<file path="config.mk">
export PLATFORM = sky130hd
export DESIGN_NAME = neuron_mac
export DESIGN_NICKNAME = d
export VERILOG_FILES = /design/src/rtl/neuron_pkg.sv /design/src/rtl/fxp_saturate.sv /design/src/rtl/neuron_mac.sv
export SDC_FILE = /design/constraint.sdc
export NUM_CORES = 1
export LEC_CHECK = 0
export CAP_MARGIN = 20
export CORE_UTILIZATION = 45
export DETAILED_ROUTE_END_ITERATION = 10
export SETUP_SLACK_MARGIN = 0.15
export SYNTH_ARGS = -nofsm -noshare
export SYNTH_HDL_FRONTEND = slang
export SYNTH_SLANG_ARGS = --single-unit
export TNS_END_PERCENT = 50
</file>
<file path="constraint.sdc">
create_clock -name clk -period 7.1 [get_ports clk]
set_input_delay 1.42 -clock clk [delete_from_list [all_inputs] [get_ports clk]]
set_output_delay 1.42 -clock clk [all_outputs]
set_load 0.05 [all_outputs]
</file>
<file path="src/rtl/neuron_pkg.sv">
// neuron_pkg: shared constants for the neuron MAC datapath.
// Holds the FSM state encoding, the drain length, and helpers that derive
// the fractional-bit count and the overflow-free accumulator width.
package neuron_pkg;

    localparam logic [1:0] ACCUM = 2'd0;
    localparam logic [1:0] DRAIN = 2'd1;
    localparam logic [1:0] OUT   = 2'd2;

    localparam int DRAIN_CYCLES = 3;

    // Q1.(DW-1) format: everything except the sign bit is fraction
    function automatic int frac_bits(input int data_width);
        return data_width - 1;
    endfunction

    // Full-precision product plus log2(N) guard bits so N products never overflow
    function automatic int acc_width(input int data_width, input int n_weight);
        return 2 * data_width + $clog2(n_weight);
    endfunction

endpackage

</file>
<file path="src/rtl/fxp_saturate.sv">
// fxp_saturate: arithmetic right shift (rounds toward -inf), clamp to the
// signed OUT_WIDTH range, and an optional ReLU.
// Build option: define NEURON_RELU_EN to force negative results to zero.
module fxp_saturate #(
    parameter int IN_WIDTH  = 40,
    parameter int OUT_WIDTH = 16,
    parameter int SHIFT     = 15
) (
    input  logic [IN_WIDTH-1:0]  in_data,
    output logic [OUT_WIDTH-1:0] out_data
);

    localparam logic signed [IN_WIDTH-1:0] MAX_V =
        {{(IN_WIDTH-OUT_WIDTH+1){1'b0}}, {(OUT_WIDTH-1){1'b1}}};
    localparam logic signed [IN_WIDTH-1:0] MIN_V =
        {{(IN_WIDTH-OUT_WIDTH+1){1'b1}}, {(OUT_WIDTH-1){1'b0}}};

    logic signed [IN_WIDTH-1:0] in_s;
    logic signed [IN_WIDTH-1:0] shifted;
    logic [OUT_WIDTH-1:0]       clamped;

    assign in_s    = in_data;
    assign shifted = in_s >>> SHIFT;

    // Clamp the rescaled sum into the representable output range
    always_comb begin
        clamped = shifted[OUT_WIDTH-1:0];
        if (shifted > MAX_V) begin
            clamped = MAX_V[OUT_WIDTH-1:0];
        end else if (shifted < MIN_V) begin
            clamped = MIN_V[OUT_WIDTH-1:0];
        end
    end

`ifdef NEURON_RELU_EN
    // ReLU: negative saturated values become zero
    always_comb begin
        out_data = clamped;
        if (clamped[OUT_WIDTH-1]) begin
            out_data = '0;
        end
    end
`else
    // Signed saturated value passes through unchanged
    always_comb begin
        out_data = clamped;
    end
`endif

endmodule

</file>
<file path="src/rtl/neuron_mac.sv">
// neuron_mac: weight-stationary multiply-accumulate stage.
// Accepts one Q1.15 sample per handshake, reads the matching weight from
// Weight_mem (1-cycle registered read), accumulates N_WEIGHT products at full
// precision, then emits one saturated output through a valid/ready handshake.
// Build option: NEURON_RELU_EN (handled in fxp_saturate) clamps negatives to 0.
module neuron_mac
    import neuron_pkg::*;
#(
    parameter int N_WEIGHT   = 256,
    parameter int DATA_WIDTH = 16
) (
    input  logic                        clk,
    input  logic                        rst_n,
    input  logic [DATA_WIDTH-1:0]       din,
    input  logic                        din_valid,
    output logic                        din_ready,
    output logic                        w_ren,
    output logic [$clog2(N_WEIGHT)-1:0] w_radd,
    input  logic [DATA_WIDTH-1:0]       w_rdata,
    output logic [DATA_WIDTH-1:0]       dout,
    output logic                        dout_valid,
    input  logic                        dout_ready
);

    localparam int AW    = $clog2(N_WEIGHT);
    localparam int PW    = 2 * DATA_WIDTH;
    localparam int ACC_W = acc_width(DATA_WIDTH, N_WEIGHT);

    logic [1:0]                   state;
    logic [1:0]                   drain_cnt;
    logic [AW-1:0]                idx;
    logic signed [DATA_WIDTH-1:0] din_d;
    logic signed [DATA_WIDTH-1:0] w_s;
    logic signed [PW-1:0]         prod;
    logic signed [ACC_W-1:0]      acc;
    logic                         prod_v;
    logic                         acc_v;
    logic                         accept;
    logic                         last;
    logic                         out_done;
    logic [DATA_WIDTH-1:0]        sat_out;

    assign w_s      = w_rdata;
    assign accept   = din_valid && din_ready;
    assign last     = (idx == AW'(N_WEIGHT - 1));
    assign out_done = (state == OUT) && dout_valid && dout_ready;
    assign w_ren    = accept;
    assign w_radd   = idx;

    // Ready only while accumulating and never while held in reset
    always_comb begin
        din_ready = rst_n && (state == ACCUM);
    end

    fxp_saturate #(
        .IN_WIDTH  (ACC_W),
        .OUT_WIDTH (DATA_WIDTH),
        .SHIFT     (frac_bits(DATA_WIDTH))
    ) u_sat (
        .in_data  (acc),
        .out_data (sat_out)
    );

    // Sequencer: index walk, drain countdown and output handshake
    always_ff @(posedge clk or negedge rst_n) begin
        if (!rst_n) begin
            state      <= ACCUM;
            idx        <= '0;
            drain_cnt  <= '0;
            dout       <= '0;
            dout_valid <= 1'b0;
        end else begin
            case (state)
                ACCUM: begin
                    if (accept) begin
                        if (last) begin
                            idx       <= '0;
                            drain_cnt <= '0;
                            state     <= DRAIN;
                        end else begin
                            idx <= idx + AW'(1);
                        end
                    end
                end
                DRAIN: begin
                    if (drain_cnt == 2'(DRAIN_CYCLES - 1)) begin
                        dout       <= sat_out;
                        dout_valid <= 1'b1;
                        state      <= OUT;
                    end else begin
                        drain_cnt <= drain_cnt + 2'd1;
                    end
                end
                OUT: begin
                    if (dout_ready) begin
                        dout_valid <= 1'b0;
                        state      <= ACCUM;
                    end
                end
                default: state <= ACCUM;
            endcase
        end
    end

    // Three-stage datapath: capture sample, multiply by weight, accumulate
    always_ff @(posedge clk or negedge rst_n) begin
        if (!rst_n) begin
            din_d  <= '0;
            prod   <= '0;
            acc    <= '0;
            prod_v <= 1'b0;
            acc_v  <= 1'b0;
        end else begin
            if (accept) begin
                din_d <= din;
            end
            prod_v <= accept;
            if (prod_v) begin
                prod <= PW'(din_d) * PW'(w_s);
            end
            acc_v <= prod_v;
            if (out_done) begin
                acc <= '0;
            end else if (acc_v) begin
                acc <= acc + {{(ACC_W-PW){prod[PW-1]}}, prod};
            end
        end
    end

endmodule

</file>
==> impl_results.md <==
- Number of global-route vias before repair: 14,058
- Setup Crit Path Kind: in -> reg
- Ports: 63
- Setup violators final: 0
- Vias per Instance: 5.29
- TritonCTS clock tree: built
- Fin. max-slew vios: 0
- CP Data Required Time: 7.40 ns
- CTS buffer count: 17
- Clk_skew: 0.0130 ns
- Chip height: 196 um
- Crit-path cells: dlygate4sd2_1 -> buf_6 -> and2_1 -> fa_1 -> fa_1 -> fa_1 -> fa_1 -> fa_1 -> inv_2 -> fa_1 -> inv_2 -> ha_4 -> a211oi_2 -> nand2_2 -> a211oi_2 -> o21a_1 -> nor3_4 -> o2111ai_2 -> buf_4 -> buf_6 -> nand3b_1 -> xor2_1 -> mux2_4
- Core ar.: 0.0368 mm^2
- Syn-to-layout area delta: 17.8%
- Placed wire-length estimate: 32,700 um
- Crit path DAT: 7.07 ns
- Post-Syn Instances: 1,823
- Ys flop type: dfrtp_1
- Syn Nets: 2,245
- Post-layout minimum cycle time: 6.77 ns
- Fmax: 148 MHz
- Post-Place Cell Area: 0.0190 mm^2
- Crit path top cell by count: fa_1
- Clock-pin slew on the worst setup and hold paths: 0.06 ns
- CTS H-Tree Depth: 4
- Crit-path max FO: 6
- Antenna violations before repair: 0
- Worst-Skew Late Latency: 0.43 ns
- GRT overflow: 0
- Synth warn: 0
- Seq cells post-synth: 119
- GPL Wtd Cong: 0.907
- WL per Instance: 16.3 um
- Final Hold Fails: 0
- Placed cell count: 2,427
- Min-Delay Path Class: reg -> reg
- Number of routed nets with antenna violations: 0
- Crit. End Element: flip-flop
- DRC viols: 0
- Port Buf Inserts: 62
- # clock sinks: 119
- Slew margin rel.: 33.9%
- Synth Cell Area: 0.0169 mm^2
- RSZ-0062 raised after global routing: true
- Row cnt: 70
- Setup crit start kind: input port
- Yosys cell types: 70
- WL final: 40,400 um
- DP Worst Slack: -0.658 ns
- First-pass GRT wire length: 68,600 um
- Synth Area per Inst: 9.28 um^2
- Total Routing Usage GR: 22.4%
- Status: finished clean
- Die W: 196 um
- Clock buffer depth: 2
- Share of layout cells above drive strength 1: 16.0%
- Post-route cell area: 0.0199 mm^2
- Die area: 0.0384 mm^2
- Vias: 13,120
- Worst path slowest cell: fa_1
- Starting density of the core: 46.0%
- Sequential share of the synthesized area: 17.6%
- Cts hold-fix bufs: 0
- Fillers: 3,425
- Pin count of the biggest net entering global routing: 64
- EDFF count, synth: 0
- Drt pass-1 iters: 6
- Setup WS post-layout: 0.327 ns
- Worst Tran Pin Value: 0.981 ns
- Layout Nets: 2,421
- Root Driver: clkbuf_16
- Period utilisation layout: 95.4%
- Max_cap viols: 0
- Async set or reset register ratio after synthesis: 100%
- CP max stage delay: 0.55 ns
- Drt initial violations: 682
- Non-Filler Instances: 2,481
[area by class of cell]
cell class | instances | area [um^2] | share of cell area [%]
Tap cell | 468 | 586 | 2.94
Inverter | 340 | 1280 | 6.41
Timing Repair Buffer | 222 | 1870 | 9.37
Clock inverter | 12 | 140 | 0.703
Antenna cell | 1 | 2.50 | 0.0126
Multi-Input combinational cell | 1299 | 12600 | 63.3
Clock buffer | 20 | 467 | 2.34
Sequential cell | 119 | 2980 | 14.9
[metrics by stage]
step	util, %	hold WS (ns)	setup TNS [ns]
finish	54.2	0.473	0
global route	54.2	0.493	0
CTS	53.8	0.476	0
detailed placement	51.6	0.468	-6.47
global placement	51.6	0.459	-4.98
floorplan	-	0.433	0
[cell usage after synthesis (4+ instances only)]
cell type | n | area [um^2]
o21bai_1 | 10 | 75.1
nor4_1 | 5 | 31.3
nor2_1 | 90 | 338
nand3b_1 | 10 | 75.1
or4_1 | 4 | 30.0
xor2_1 | 16 | 140
nand2_1 | 180 | 676
nand3_1 | 27 | 135
a21oi_1 | 81 | 405
nand4_1 | 16 | 100
o211ai_1 | 9 | 67.6
or3_1 | 7 | 43.8
a211oi_1 | 17 | 128
a31oi_1 | 12 | 75.1
nor3b_1 | 7 | 52.6
fa_1 | 263 | 5270
o31ai_1 | 11 | 82.6
nand2b_1 | 12 | 75.1
and2_1 | 125 | 782
a21o_1 | 40 | 300
ha_1 | 123 | 1540
inv_1 | 338 | 1270
clkbuf_1 | 60 | 225
o21ai_0 | 28 | 140
dfrtp_1 | 119 | 2980
nor2b_1 | 7 | 43.8
mux2_2 | 36 | 405
nand4b_1 | 4 | 35.0
o21ai_1 | 8 | 40.0
and3_1 | 12 | 75.1
nor3_1 | 17 | 85.1
mux2i_1 | 22 | 220
o21a_1 | 8 | 60.1
xnor2_1 | 44 | 385
[repair_timing]
action                                  CTS  global route
setup buffers                             9             9
gates resized for setup                  59            58
cloned                                    1             1
pin swaps                                44            39
endpoints found under the setup margin   13             8
endpoints found under the hold margin     0             0
[worst paths after layout]
path / from / to / slack (ns) / depth (start not counted)
setup / recovery: w_rdata[14] / prod[27] / 0.33 / 23
hold / removal: drain_cnt[0] / drain_cnt[0] / 0.47 / 1
setup reg to reg: din_d[5] / prod[27] / 0.75 / 22
hold reg to reg: drain_cnt[0] / drain_cnt[0] / 0.47 / 1
max in group asynchronous: rst_n / acc[21] / 4.89 / 2
min in group asynchronous: rst_n / acc[17] / 0.98 / 1
[kinds of logic after synthesis]
group / after synthesis / share of synthesized area, %
AND/OR/NAND/NOR: 534 / 15.9
buffers and inverters: 405 / 9.01
adder cells (fa/ha/maj): 386 / 40.2
AO/OA/AOI/OAI: 261 / 10.5
flip-flops: 119 / 17.6
XOR/XNOR: 60 / 3.10
multiplexers: 58 / 3.70
[metal layers]
metal  routed length (um)  global-route usage, %
met3                 1460                   2.92
met1                17800                   28.6
met4                  871                   5.73
met2                20300                   40.1
met5                    0                      0
[critical path, delay by kind of cell]
kind / cells / cell delay, ns
buffers and inverters: 6 / 0.70
AOI/OAI and AO/OA: 4 / 0.88
and+or+nand+nor: 4 / 0.40
adders and majority gates: 7 / 3.21
muxes: 1 / 0.26
xor gates and xnor gates: 1 / 0.18
[sequential cells by signal (all words and copies together), names as in the netlist]
register,cells
state,2
drain_cnt,2
acc_v,1
prod_v,1
w_radd,8
acc,40
dout,16
dout_valid,1
prod,32
din_d,16
[layout by cell type (no fill, tap or decap), drive strengths merged, types with 18 or more instances in the layout]
cell type,count
a211oi,18
a21o,40
a21oi,83
and2,125
buf,163
clkbuf,30
clkdlybuf4s50,46
dfrtp,119
fa,263
ha,123
inv,343
mux2,36
mux2i,22
nand2,180
nand3,27
nor2,90
nor3,18
o21ai,36
xnor2,44
Power is left out: the tool's default activity adds up to more than one toggle a clock period on the data nets, which glitch-free logic cannot reach.
